$ cat src/rtl/studioii_keypad.sv
// Studio II keypad receiver.
// Turns ps2_key make/break events into two 10-key bitmaps (main-row digits on
// pad 1, numeric keypad on pad 2). It also answers the CPU keypad query: a key
// number is latched by OUT 2, and EF3/EF4 then report whether that key is held.
module studioii_keypad #(
  parameter bit P2_NUMPAD = 1'b1      // 1: pad 2 on numpad, 0: pad 2 disabled
) (
  input  logic        clk,
  input  logic        reset_n,        // synchronous, active-low
  input  logic [10:0] ps2_key,        // [10] toggle, [9] make, [8] ext, [7:0] code
  input  logic        clear,          // level-sensitive wipe of all key state
  input  logic        sel_wr,         // OUT 2 strobe
  input  logic [3:0]  sel_data,       // key number, 10-15 selects nothing
  output logic        ef3,
  output logic        ef4,
  output logic [9:0]  pad1,
  output logic [9:0]  pad2,
  output logic [3:0]  sel
);

  // Set-2 scancodes for key0..key9 of each pad.
  localparam logic [7:0] P1_CODES [10] = '{
    8'h45, 8'h16, 8'h1E, 8'h26, 8'h25, 8'h2E, 8'h36, 8'h3D, 8'h3E, 8'h46
  };
  localparam logic [7:0] P2_CODES [10] = '{
    8'h70, 8'h69, 8'h72, 8'h7A, 8'h6B, 8'h73, 8'h74, 8'h6C, 8'h75, 8'h7D
  };

  logic       r_prev_tgl;
  logic [9:0] r_pad1;
  logic [9:0] r_pad2;
  logic [3:0] r_sel;
  logic       r_ef3;
  logic       r_ef4;

  logic       w_event;
  logic       w_decode_en;
  logic       w_make;
  logic [9:0] w_p1_match;
  logic [9:0] w_p2_match;
  logic [9:0] w_p1_set;
  logic [9:0] w_p2_set;
  logic [9:0] w_sel_onehot;

  // An event is a change of the toggle bit. Extended codes never decode.
  assign w_event     = ps2_key[10] ^ r_prev_tgl;
  assign w_decode_en = w_event & ~ps2_key[8];
  assign w_make      = ps2_key[9];

  // Per-key scancode comparators and select decode. Codes 10-15 of the
  // select latch produce an all-zero one-hot, so they match no key.
  for (genvar gi = 0; gi < 10; gi++) begin : g_key
    assign w_p1_match[gi]   = (ps2_key[7:0] == P1_CODES[gi]);
    assign w_p2_match[gi]   = (ps2_key[7:0] == P2_CODES[gi]);
    assign w_sel_onehot[gi] = (r_sel == 4'(gi));
  end

  // Bits to be written this cycle. Pad 2 is masked off when not fitted.
  assign w_p1_set = w_p1_match & {10{w_decode_en}};
  assign w_p2_set = w_p2_match & {10{w_decode_en & P2_NUMPAD}};

  // Toggle tracker: follows ps2_key[10] every cycle, including reset and
  // clear, so neither can leave a stale event behind.
  always_ff @(posedge clk) begin
    r_prev_tgl <= ps2_key[10];
  end

  // Key bitmaps: matching bit takes the make/break flag; clear wins.
  always_ff @(posedge clk) begin
    if (!reset_n || clear) begin
      r_pad1 <= '0;
      r_pad2 <= '0;
    end else begin
      r_pad1 <= (r_pad1 & ~w_p1_set) | (w_p1_set & {10{w_make}});
      r_pad2 <= (r_pad2 & ~w_p2_set) | (w_p2_set & {10{w_make}});
    end
  end

  // Select latch written by OUT 2; idles at F (no key).
  always_ff @(posedge clk) begin
    if (!reset_n) begin
      r_sel <= 4'hF;
    end else if (sel_wr) begin
      r_sel <= sel_data;
    end
  end

  // EF flags re-evaluated every cycle from the registered select and bitmaps.
  always_ff @(posedge clk) begin
    if (!reset_n) begin
      r_ef3 <= 1'b0;
      r_ef4 <= 1'b0;
    end else begin
      r_ef3 <= |(r_pad1 & w_sel_onehot);
      r_ef4 <= |(r_pad2 & w_sel_onehot);
    end
  end

  assign pad1 = r_pad1;
  assign pad2 = r_pad2;
  assign sel  = r_sel;
  assign ef3  = r_ef3;
  assign ef4  = r_ef4;

endmodule

$ cat config.mk
export PLATFORM = sky130hd
export DESIGN_NAME = studioii_keypad
export DESIGN_NICKNAME = d
export VERILOG_FILES = /design/src/rtl/studioii_keypad.sv
export SDC_FILE = /design/constraint.sdc
export NUM_CORES = 1
export LEC_CHECK = 0
export BUFFER_PORTS_ARGS = -buffer_cell sky130_fd_sc_hd__clkbuf_2
export CAP_MARGIN = 20
export CORE_ASPECT_RATIO = 1.4
export CORE_MARGIN = 5
export CORE_UTILIZATION = 45
export CTS_CLUSTER_SIZE = 14
export DETAILED_ROUTE_END_ITERATION = 8
export GPL_ROUTABILITY_DRIVEN = 1
export PLACE_DENSITY = 0.84
export SETUP_SLACK_MARGIN = 0.15
export SLEW_MARGIN = 25
export SYNTH_ARGS = -nofsm -noshare
export SYNTH_HDL_FRONTEND = slang
export SYNTH_SLANG_ARGS = --single-unit
$ cat constraint.sdc
create_clock -name clk -period 1.57 [get_ports clk]
set_clock_uncertainty 0.1 [all_clocks]
set_input_delay 0.0785 -clock clk [delete_from_list [all_inputs] [get_ports clk]]
set_output_delay 0.0785 -clock clk [all_outputs]
set_load 0.1 [all_outputs]
Yosys cells after proc, flatten, opt, wreduce, memory -nomap -nowiden
Index checks and enable logic that the tools add are counted.
{ "totals": {"ff_bits": 27, "latchBits": 0, "ramBits": 0, "rom_bits": 0, "out_inout_bits": 26, "n_memories": 0} }
{ "classes": {"addsub": 0, "n_mul": 0, "n_div": 0, "magnitude_cmp": 0, "eq_ne": 29, "shift": 0, "mux": 0, "n_bitwise": 15, "n_reduce_logical": 5} }
{ "op_table": {"columns": ["op", "n"], "rows": [
  ["== test 8 x 7 -> 1 bit, second input constant", 12],
  ["AND 10 bit", 8],
  ["== test 8 x 6 -> 1 bit, second input constant", 6],
  ["NOT 10 bit", 2],
  ["OR 10 bit", 2],
  ["OR reduction 10 bit", 2],
  ["== test 4 x 3 -> 1 bit, second input constant", 4],
  ["== test 8 x 5 -> 1 bit, second input constant", 2],
  ["== test 4 x 2 -> 1 bit, second input constant", 2],
  ["== test 4 bit, second input constant", 2],
  ["== test 4 x 1 -> 1 bit, second input constant", 1],
  ["zero test 4 bit", 1],
  ["AND 1 bit", 1],
  ["zero test 1 bit", 1],
  ["logical OR 1 bit", 1],
  ["NOT 1 bit", 1],
  ["bitwise XOR 1 bit", 1]
]} }

Logic depth before layout (Yosys ltp)
Gate-level depths: netlist of run 1.
{ "depth": {"ltp_word": 6, "mapped_depth": 5, "mapped_depth_nobuf": 4} }

Least setup slack after synthesis of run 1
Ideal clock, no wire load.
{ "synth_path": {"path_kind": "reg-to-reg", "startpoint": "register r_sel[1] (netlist: sel[1])", "endpoint": "register r_ef3 (netlist: ef3)", "setup_ps": 120, "arrival_time_ps": 1962, "setup_slack_ps": -612, "path_stages_with_launch": 5, "path_buffers": 1, "period_less_slack_ps": 2182, "path_cell_list": "dfxtp_1 > buf_2 > nor2_1 > a311o_1 > o31a_1"} }
{ "synth_via": {"elab_chain_cells": 3, "elab_cells_between_ends": 12, "classes_between": "eq/ne: 9; bitwise: 1; reduce/logical: 2"} }
{ "synth_lines": {"columns": ["element", "line", "text"], "rows": [
  ["start: declaration", "32", "logic [3:0] r_sel;"],
  ["start signal: assignment", "84", "r_sel <= sel_data;"],
  ["== test 4 x 1 -> 1 bit (tied with other cells)", "55", "assign w_sel_onehot[gi] = (r_sel == 4'(gi));"],
  ["AND 10 bit *", "94", "r_ef3 <= |(r_pad1 & w_sel_onehot);"],
  ["OR reduction 10 bit *", "94", null],
  ["end signal: assignment", "94", null],
  ["end: declaration", "33", "logic r_ef3;"]
]} }
Every way passes the cells marked *; elsewhere a longest branch is shown, timed or not.
A chain may end at the register's enable or synchronous reset.

==> results of run 1 <==
cells in the final DEF (no fill, tap or decap), drive strengths merged, types with 2 or more instances in the layout:
master / n
mux2i: 24
a21boi: 2
nor2: 5
mux2: 2
a21oi: 4
nand2: 39
nand4b: 5
nor2b: 2
dfxtp: 27
buf: 13
nand3b: 3
nor4: 6
nor4b: 3
inv: 2
nand4: 6
nand3: 4
nor3: 5
dlygate4sd3: 9
nand2b: 3
nand4bb: 2
clkbuf: 47
logic make-up after synthesis:
group	synth area share, %
AO/OA/AOI/OAI	6.378
XOR/XNOR	0.6201
AND/OR/NAND/NOR	33.30
flip-flops	38.26
multiplexers	18.60
buffers and inverters	2.834
Yosys cell counts, types with 2 or more instances:
cell,count,share of area [%]
mux2_2,2,1.6
nor2b_1,2,0.89
nor2_1,5,1.3
a21boi_0,2,1.1
nand3b_1,3,1.6
nand2b_1,3,1.3
nor4b_4,2,3.4
nor3_1,5,1.8
nand4_1,6,2.7
nand4bb_1,2,1.6
mux2i_1,24,17
nor4_1,6,2.7
buf_2,2,0.71
a21oi_1,4,1.4
inv_1,2,0.53
clkbuf_1,6,1.6
dfxtp_1,27,38
nand3_1,4,1.4
nand2_1,39,10
nand4b_1,5,3.1
what timing repair did:
item,CTS,global route
endpoints found under the setup margin,12,25
pin swaps,2,5
hold buffers,9,3
gates resized for setup,6,8
endpoints found under the hold margin,6,3
setup buffers,5,4
worst max-delay path: cells and delay by family (launching register included):
kind | cells | cell delay (ns)
muxes | 1 | 0.16
and+or+nand+nor | 2 | 0.39
xor gates and xnor gates | 1 | 0.13
DFF | 1 | 0.34
buffers and inverters | 2 | 0.30
through the flow:
stage	util, %	hold slack (ns)	cells	instance area (um2)	setup WS, ns
floorplan	-	0.006217	161	1476	0.01342
global placement	56.78	0.1113	240	1739	0.1159
detailed placement	56.78	0.1155	240	1739	0.06338
CTS	63.15	0.005321	258	1934	0.04009
global route	65.16	0.03644	262	1996	-0.02006
finish	65.16	0.01221	262	1996	0.03452
power by group:
group	leakage [nW]	internal, mW	switching (mW)	total (mW)
clock network	0.0217	0.180	0.214	0.394
registers	0.228	0.690	0.0221	0.712
logic	0.663	0.0942	0.139	0.233
metal layers:
metal	up-vias	routed length [um]	part of all wire, %
met3	10	256	6.3
met1	667	1616	40
li1	709	-	-
met2	62	2088	52
met4	0	80	2.0
met5	-	0	0
area by class of cell:
cell class	count	area, um2
tap	39	48.80
sequential	27	579.3
clock inverter	1	7.507
clock buffer	3	41.29
timing repair buffer	66	427.9
fill	262	1067
inverter	2	7.507
multi-input combinational	124	883.3
worst min path at each step:
stage	start	cells past startpoint	slack, ns	end
floorplan	ps2_key[10]	0	0.006	r_prev_tgl
global placement	ps2_key[10]	1	0.11	r_prev_tgl
detailed placement	ps2_key[10]	1	0.12	r_prev_tgl
CTS	reset_n	2	0.005	sel[3]
global route	sel_wr	2	0.04	sel[3]
finish	sel_wr	2	0.01	sel[3]
==> impl_metrics.env, run 1 <==
export IMPL_grt_util_met3_pct=2.881
export IMPL_rsz0062_at_grt="yes"
export IMPL_ys_warnings_count=0
export IMPL_fin_nets=243
export IMPL_die_width_um=57.35
export IMPL_synthFlopType="dfxtp_1"
export IMPL_ir_drop_uv=599.9
export IMPL_run_status="complete, no violations"
export IMPL_root_buffer="clkbuf_8"
export IMPL_cp_end_kind="flip-flop"
export IMPL_setup_tns_ns=0
export IMPL_reg2reg_slack_ns=0.03
export IMPL_cpPeakStageDelay_ns=0.34
export IMPL_finalCriticalPeriod_ns=1.535
export IMPL_worstPathMaxFanout=9
export IMPL_drt_iter0_markers=47
export IMPL_ys_async_sr_fraction_pct=0
export IMPL_cap_violations=0
export IMPL_slowest_stage="dfxtp_2"
export IMPL_antenna_cells=0
export IMPL_wl_per_cell_um=15.43
export IMPL_ctsLongestPathBuffers=2
export IMPL_synth_seq_area_share_pct=38.26
export IMPL_drive_gt1_share_pct=44.39
export IMPL_hpwl_mm=2.747
export IMPL_grtUsageTotal_pct=18.04
export IMPL_core_area_mm2=0.003063
export IMPL_cp_startpoint="r_prev_tgl"
export IMPL_cts_buffers=3
export IMPL_drc=0
export IMPL_tritoncts="yes"
export IMPL_synthesis_nets=180
export IMPL_setup_worst_path_start_class="flip-flop"
export IMPL_synth_edf_count=0
export IMPL_grt_use_met2_pct=31.67
export IMPL_grt_busiest_layer="met2"
export IMPL_fin_crit_sh_pct=97.80
export IMPL_areaGrowthSynthToFinish_pct=41.28
export IMPL_vias=1448
export IMPL_netlist_area_mm2=0.001413
export IMPL_hold_viol=0
export IMPL_critical_path_required_ns=1.63
export IMPL_arrival_ns=1.59
export IMPL_slew_headroom_pct=61.95
export IMPL_antenna_found_initial=0
export IMPL_grtUsageMet1_pct=21.52
export IMPL_cp_cell_sequence="xnor2_2, buf_4, nor4b_4, buf_6, nand4b_1, mux2i_1"
export IMPL_detail_route_vias_per_cell=5.527
export IMPL_grt_overflow_total=0
export IMPL_setup_viol=0
export IMPL_grt_first_pass_wirelength_mm=6.541
export IMPL_path_clk_slew_ns=0.09
export IMPL_ys_ff_latch=27
export IMPL_place_congestion=0.8054
export IMPL_die_y_um=76.30
export IMPL_path_class="reg -> reg"
export IMPL_holdCritPathClass="in -> reg"
export IMPL_max_freq_ghz=0.6513
export IMPL_synthCells=161
export IMPL_port_buffers=44
export IMPL_ios=45
export IMPL_start_util_pct=46.12
export IMPL_synth_avg_cell_area_um2=8.774
export IMPL_reg2reg_from="r_prev_tgl"
export IMPL_rows=24
export IMPL_grt_max_degree=23
export IMPL_power_density_mw_per_mm2=671.1
export IMPL_reg2reg_depth=6
export IMPL_synth_distinct_cells=30
export IMPL_drtPass1Iterations=4
export IMPL_htree_levels=1
export IMPL_total_leakage_power_nw=0.9132
export IMPL_wirelength_mm=4.042
export IMPL_drv_slew=0
export IMPL_power_mw=1.339
export IMPL_die_area_mm2=0.004376
export IMPL_clk_latency_ns=0.27
export IMPL_worst_slew_pin_slew_ns=0.5656
export IMPL_postRouteAntennaNets=0
export IMPL_grt_pass1_vias=1441
export IMPL_clkSinkCount=27
Power figures use the tool's default switching activity.
==> inputs of run 2 (changes only) <==
--- a/config.mk
+++ b/config.mk
@@ -9,11 +9,11 @@
 export CAP_MARGIN = 20
 export CORE_ASPECT_RATIO = 1.4
 export CORE_MARGIN = 5
-export CORE_UTILIZATION = 45
+export CORE_UTILIZATION = 50
 export CTS_CLUSTER_SIZE = 14
 export DETAILED_ROUTE_END_ITERATION = 8
 export GPL_ROUTABILITY_DRIVEN = 1
-export PLACE_DENSITY = 0.84
+export PLACE_DENSITY = 0.91
 export SETUP_SLACK_MARGIN = 0.15
 export SLEW_MARGIN = 25
 export SYNTH_ARGS = -nofsm -noshare
==> run 2 against run 1 <==
Worst setup slack improved by 0.097 ns. Total power fell by 5.1%. Combinational power rose by 8.6%. Sequential share of layout area fell by 0.81 points. Sequential power barely moved.
==> impl_metrics.env, run 2 (synthesis gave the netlist of run 1 again) <==
export IMPL_run_status="complete, no violations"
export IMPL_p_sw_uw=380.4
export IMPL_slew_headroom_pct=63.57
export IMPL_ir_drop_uv=450.0
export IMPL_cp_end_kind="flip-flop"
export IMPL_tritoncts="yes"
export IMPL_holdCritPathClass="in -> reg"
export IMPL_path_class="reg -> reg"
export IMPL_fin_nets=249
export IMPL_start_util_pct=52.91
export IMPL_grt_overflow_total=0
export IMPL_finalCriticalPeriod_ns=1.439
export IMPL_areaGrowthSynthToFinish_pct=45.35
export IMPL_place_congestion=0.8531
export IMPL_cap_violations=0
export IMPL_detail_route_vias_per_cell=5.664
export IMPL_path_clk_slew_ns=0.14
export IMPL_clkSinkCount=27
export IMPL_postRouteAntennaNets=0
export IMPL_rows=22
export IMPL_critical_path_required_ns=1.70
export IMPL_vias=1501
export IMPL_final_cell_mix="39 x nand2_1, 39 x clkbuf_2, 24 x mux2i_1"
export IMPL_drv_slew=0
export IMPL_setup_viol=0
export IMPL_antenna_cells=0
export IMPL_final_cells=265
export IMPL_grt_first_pass_wirelength_mm=6.513
export IMPL_grt_pass1_vias=1471
export IMPL_total_leakage_power_nw=0.9379
export IMPL_drt_iter0_markers=49
export IMPL_drc=0
export IMPL_die_width_um=54.92
export IMPL_reg2reg_depth=5
export IMPL_cp_cell_sequence="xnor2_4, nor4b_4, buf_4, nand4b_1, mux2i_1"
export IMPL_fill_cells=190
export IMPL_reg2reg_slack_ns=0.13
export IMPL_drive_gt1_share_pct=41.92
export IMPL_worstPathMaxFanout=9
export IMPL_arrival_ns=1.57
export IMPL_ctsLongestPathBuffers=2
export IMPL_ios=45
export IMPL_power_frac_comb_pct=19.9
export IMPL_root_buffer="clkbuf_4"
export IMPL_htree_levels=1
export IMPL_hold_depth=3
export IMPL_slowest_stage="dfxtp_2"
export IMPL_intPower_uw=890.6
export IMPL_power_density_mw_per_mm2=619.0
export IMPL_switching_share_pct=29.93
export IMPL_cts_buffers=3
export IMPL_setup_tns_ns=0
export IMPL_worst_slew_pin_slew_ns=0.5488
export IMPL_wl_per_cell_um=15.69
export IMPL_core_area_mm2=0.002670
export IMPL_place_inst=237
export IMPL_cpPeakStageDelay_ns=0.37
export IMPL_clock_power_share_pct=24.2
export IMPL_drtPass1Iterations=4
export IMPL_port_buffers=44
export IMPL_die_y_um=72.89
export IMPL_fin_crit_sh_pct=91.64
export IMPL_die_area_mm2=0.004003
export IMPL_hold_viol=0
export IMPL_wirelength_mm=4.157
export IMPL_seqPwrFrac_pct=55.9
export IMPL_grtUsageTotal_pct=21.62
export IMPL_grt_max_degree=20
export IMPL_clk_latency_ns=0.33
export IMPL_rsz0062_at_grt="yes"
export IMPL_max_freq_ghz=0.6950
export IMPL_setup_worst_path_start_class="flip-flop"
export IMPL_hpwl_mm=2.812
export IMPL_antenna_found_initial=0
-- run 2: routing by layer --
layer	up-vias	global-route usage [%]	wire length, um
met3	12	2.454	213
met1	712	26.84	1655
met2	57	36.58	2133
met5	-	0	0
li1	720	-	-
met4	0	8.919	155
-- run 2: worst paths after layout --
| kind | startpoint | to |
|---|---|---|
| hold reg to reg | flip-flop | flip-flop |
| setup reg to reg | r_prev_tgl | flip-flop |
| hold / removal | ps2_key[4] | flip-flop |
| setup / recovery | r_prev_tgl | flip-flop |
-- run 2: critical path: cells and delay by family, from the launching register on --
kind                   cells  cell delay, ns
flip-flops                 1            0.37
AND/OR/NAND/NOR            2            0.35
buffers and inverters      1            0.20
XOR/XNOR                   1            0.18
multiplexers               1            0.14
-- run 2: metrics by stage --
step | total power, mW | util (%) | instance area (um2) | hold slack (ns) | setup WS [ns]
CTS | 1.252 | 73.29 | 1957 | 0.005366 | 0.1244
finish | 1.271 | 76.90 | 2053 | 0.03764 | 0.1312
global placement | 0.9005 | 64.53 | 1723 | 0.1103 | 0.06799
global route | 1.321 | 76.90 | 2053 | 0.04229 | 0.03517
detailed placement | 0.9024 | 64.53 | 1723 | 0.1166 | 0.03650
floorplan | 0.8440 | - | 1476 | 0.006217 | 0.01342
-- run 2: what timing repair did --
action	in CTS	in global routing
cloned	0	0
pin swaps	0	3
endpoints found under the setup margin	24	26
resized for setup	5	15
setup buffers	4	4
hold buffers	16	0
endpoints found under the hold margin	12	0
-- run 2: power groups by stage --
stage / Combinational (mW) / Clock, mW / Sequential (mW)
finish: 0.253 / 0.308 / 0.710
global route: 0.269 / 0.339 / 0.713
CTS: 0.221 / 0.319 / 0.711
detailed placement: 0.173 / 0 / 0.729
global placement: 0.171 / 0 / 0.729
floorplan: 0.0827 / 0 / 0.761
-- run 2: area by class of cell --
class	count	area (um2)	area share, %
tap	36	45.04	2.194
sequential	27	579.3	28.21
timing repair buffer	72	475.5	23.16
multi-input combinational	124	918.4	44.73
inverter	2	7.507	0.3656
clock buffer	3	22.52	1.097
clock inverter	1	5.005	0.2438
==> inputs of run 3 (changes only) <==
--- a/config.mk
+++ b/config.mk
@@ -9,13 +9,13 @@
 export CAP_MARGIN = 20
 export CORE_ASPECT_RATIO = 1.4
 export CORE_MARGIN = 5
-export CORE_UTILIZATION = 50
+export CORE_UTILIZATION = 40
 export CTS_CLUSTER_SIZE = 14
 export DETAILED_ROUTE_END_ITERATION = 8
 export GPL_ROUTABILITY_DRIVEN = 1
-export PLACE_DENSITY = 0.91
+export PLACE_DENSITY = 0.77
 export SETUP_SLACK_MARGIN = 0.15
-export SLEW_MARGIN = 25
+export SLEW_MARGIN = 20
 export SYNTH_ARGS = -nofsm -noshare
 export SYNTH_HDL_FRONTEND = slang
 export SYNTH_SLANG_ARGS = --single-unit
==> run 3 against run 2 <==
Hold slack better by 0.010 ns. Largest cell class unchanged. Sequential cell count unchanged. Clock power up 29%. Fmax is 1.1% higher. Via count shrank 6.5%. Critical path type unchanged. Design area is 6.0% lower. Sequential share of layout area rose by 1.8 points. Utilization decreased by 20 points. Global-route usage decreased by 4.4 points.
==> impl_metrics.env, run 3 (synthesis gave the netlist of run 1 again) <==
export IMPL_run_status="complete, no violations"
export IMPL_ctsLongestPathBuffers=2
export IMPL_path_clk_slew_ns=0.09
export IMPL_grt_first_pass_wirelength_mm=6.230
export IMPL_root_buffer="clkbuf_8"
export IMPL_grt_overflow_total=0
export IMPL_wl_per_cell_um=15.10
export IMPL_setup_tns_ns=0
export IMPL_drive_gt1_share_pct=39.73
export IMPL_max_freq_ghz=0.7027
export IMPL_die_width_um=60.23
export IMPL_wirelength_mm=3.911
export IMPL_hpwl_mm=2.858
export IMPL_postRouteAntennaNets=0
export IMPL_finalCriticalPeriod_ns=1.423
export IMPL_critical_path_required_ns=1.64
export IMPL_hold_viol=0
export IMPL_worstPathMaxFanout=8
export IMPL_final_cell_mix="44 x clkbuf_2, 39 x nand2_1, 24 x mux2i_1"
export IMPL_grtUsageTotal_pct=17.18
export IMPL_rows=25
export IMPL_total_leakage_power_nw=0.8922
export IMPL_drtPass1Iterations=4
export IMPL_fin_crit_sh_pct=90.64
export IMPL_clkSinkCount=27
export IMPL_rsz0062_at_grt="yes"
export IMPL_htree_levels=1
export IMPL_setup_viol=0
export IMPL_path_class="reg -> reg"
export IMPL_slowest_stage="dfxtp_4"
export IMPL_drv_slew=0
export IMPL_cp_top_family="compound AO/OA/AOI/OAI gates"
export IMPL_die_area_mm2=0.004837
export IMPL_final_common_cell="clkbuf_2"
export IMPL_critPathBufInv=0
export IMPL_fin_ws_ns=0.1470
export IMPL_start_util_pct=41.43
export IMPL_areaGrowthSynthToFinish_pct=36.67
export IMPL_vias=1404
export IMPL_place_inst=240
export IMPL_preCtsSetupSlack_ns=0.02360
export IMPL_port_buffers=44
export IMPL_fin_nets=239
export IMPL_slew_headroom_pct=58.86
export IMPL_drc=0
export IMPL_worst_slew_pin_slew_ns=0.6156
export IMPL_drt_iter0_markers=22
export IMPL_die_y_um=80.32
export IMPL_cap_violations=0
export IMPL_place_congestion=0.7895
export IMPL_cpPeakStageDelay_ns=0.40
export IMPL_power_mw=1.327
export IMPL_setup_worst_path_start_class="flip-flop"
export IMPL_holdCritPathClass="in -> reg"
export IMPL_arrival_ns=1.50
export IMPL_final_cells=259
export IMPL_cts_buffers=3
export IMPL_antenna_cells=0
export IMPL_core_area_mm2=0.003410
export IMPL_tritoncts="yes"
export IMPL_detail_route_vias_per_cell=5.421
export IMPL_ir_drop_uv=462.3
export IMPL_grt_max_degree=22
export IMPL_grt_pass1_vias=1352
export IMPL_clk_latency_ns=0.28
export IMPL_antenna_found_initial=0
export IMPL_ios=45
export IMPL_cp_end_kind="flip-flop"
export IMPL_cp_cell_sequence="mux2_4, a311o_1, o31a_1"
export IMPL_power_density_mw_per_mm2=687.4
==> run 3: cell count changes in the layout (fill, tap and decap cells not counted), sizes merged <==
| cell | previous run | this run |
|---|---|---|
| clkbuf | 45 | 47 |
| dlygate4sd3 | 16 | 9 |
| buf | 14 | 9 |
==> run 3: path summary, 6_finish.rpt <==
path | start | to | slack, ns | cells past startpoint
hold / removal | ps2_key[3] | flip-flop | 0.05 | 3
hold reg to reg | flip-flop | flip-flop | 0.37 | 2
setup reg to reg | sel[0] | ef3 | 0.15 | 3
setup / recovery | sel[0] | ef3 | 0.15 | 3
==> run 3: power breakdown <==
| group | total, mW | switching (mW) | internal, mW |
|---|---|---|---|
| Clock | 0.398 | 0.220 | 0.178 |
| Sequential | 0.706 | 0.0165 | 0.690 |
| Combinational | 0.222 | 0.138 | 0.0841 |
==> run 3: layout make-up <==
cell class	count	area [um2]
fill	329	1479
multi-input combinational	124	865.8
sequential	27	579.3
timing repair buffer	62	381.6
tap	40	50.05
clock buffer	3	41.29
inverter	2	7.507
clock inverter	1	5.005
==> run 3: per-layer routing <==
metal | global-route usage [%] | vias up | share of wire, % | wire (um)
li1 | - | 701 | - | -
met1 | 19.75 | 632 | 40 | 1580
met2 | 28.46 | 56 | 49 | 1931
met3 | 2.090 | 15 | 5.3 | 209
met4 | 11.97 | 0 | 4.9 | 190
met5 | 0 | - | 0 | 0
==> run 3: per-stage QoR <==
step / cell area (um2) / hold slack, ns / util (%)
after floorplan: 1476 / 0.006217 / -
after global placement: 1720 / 0.1215 / 50.46
after detailed placement: 1720 / 0.1188 / 50.46
after CTS: 1922 / 0.03555 / 56.37
after global routing: 1931 / 0.03815 / 56.62
final: 1931 / 0.04782 / 56.62
==> run 3: repair_timing <==
item | in CTS | in global routing
setup endpoints to repair | 20 | 16
buffers inserted | 6 | 0
hold endpoints to repair | 7 | 0
hold buffers | 9 | 0
pin swaps | 1 | 1
cloned | 0 | 0
gates resized for setup | 3 | 3
==> run 3: tightest hold or removal path, delay by kind of cell <==
kind | cells | cell delay, ns
AND/OR/NAND/NOR | 1 | 0.11
buffers and inverters | 1 | 0.13
multiplexers | 1 | 0.07
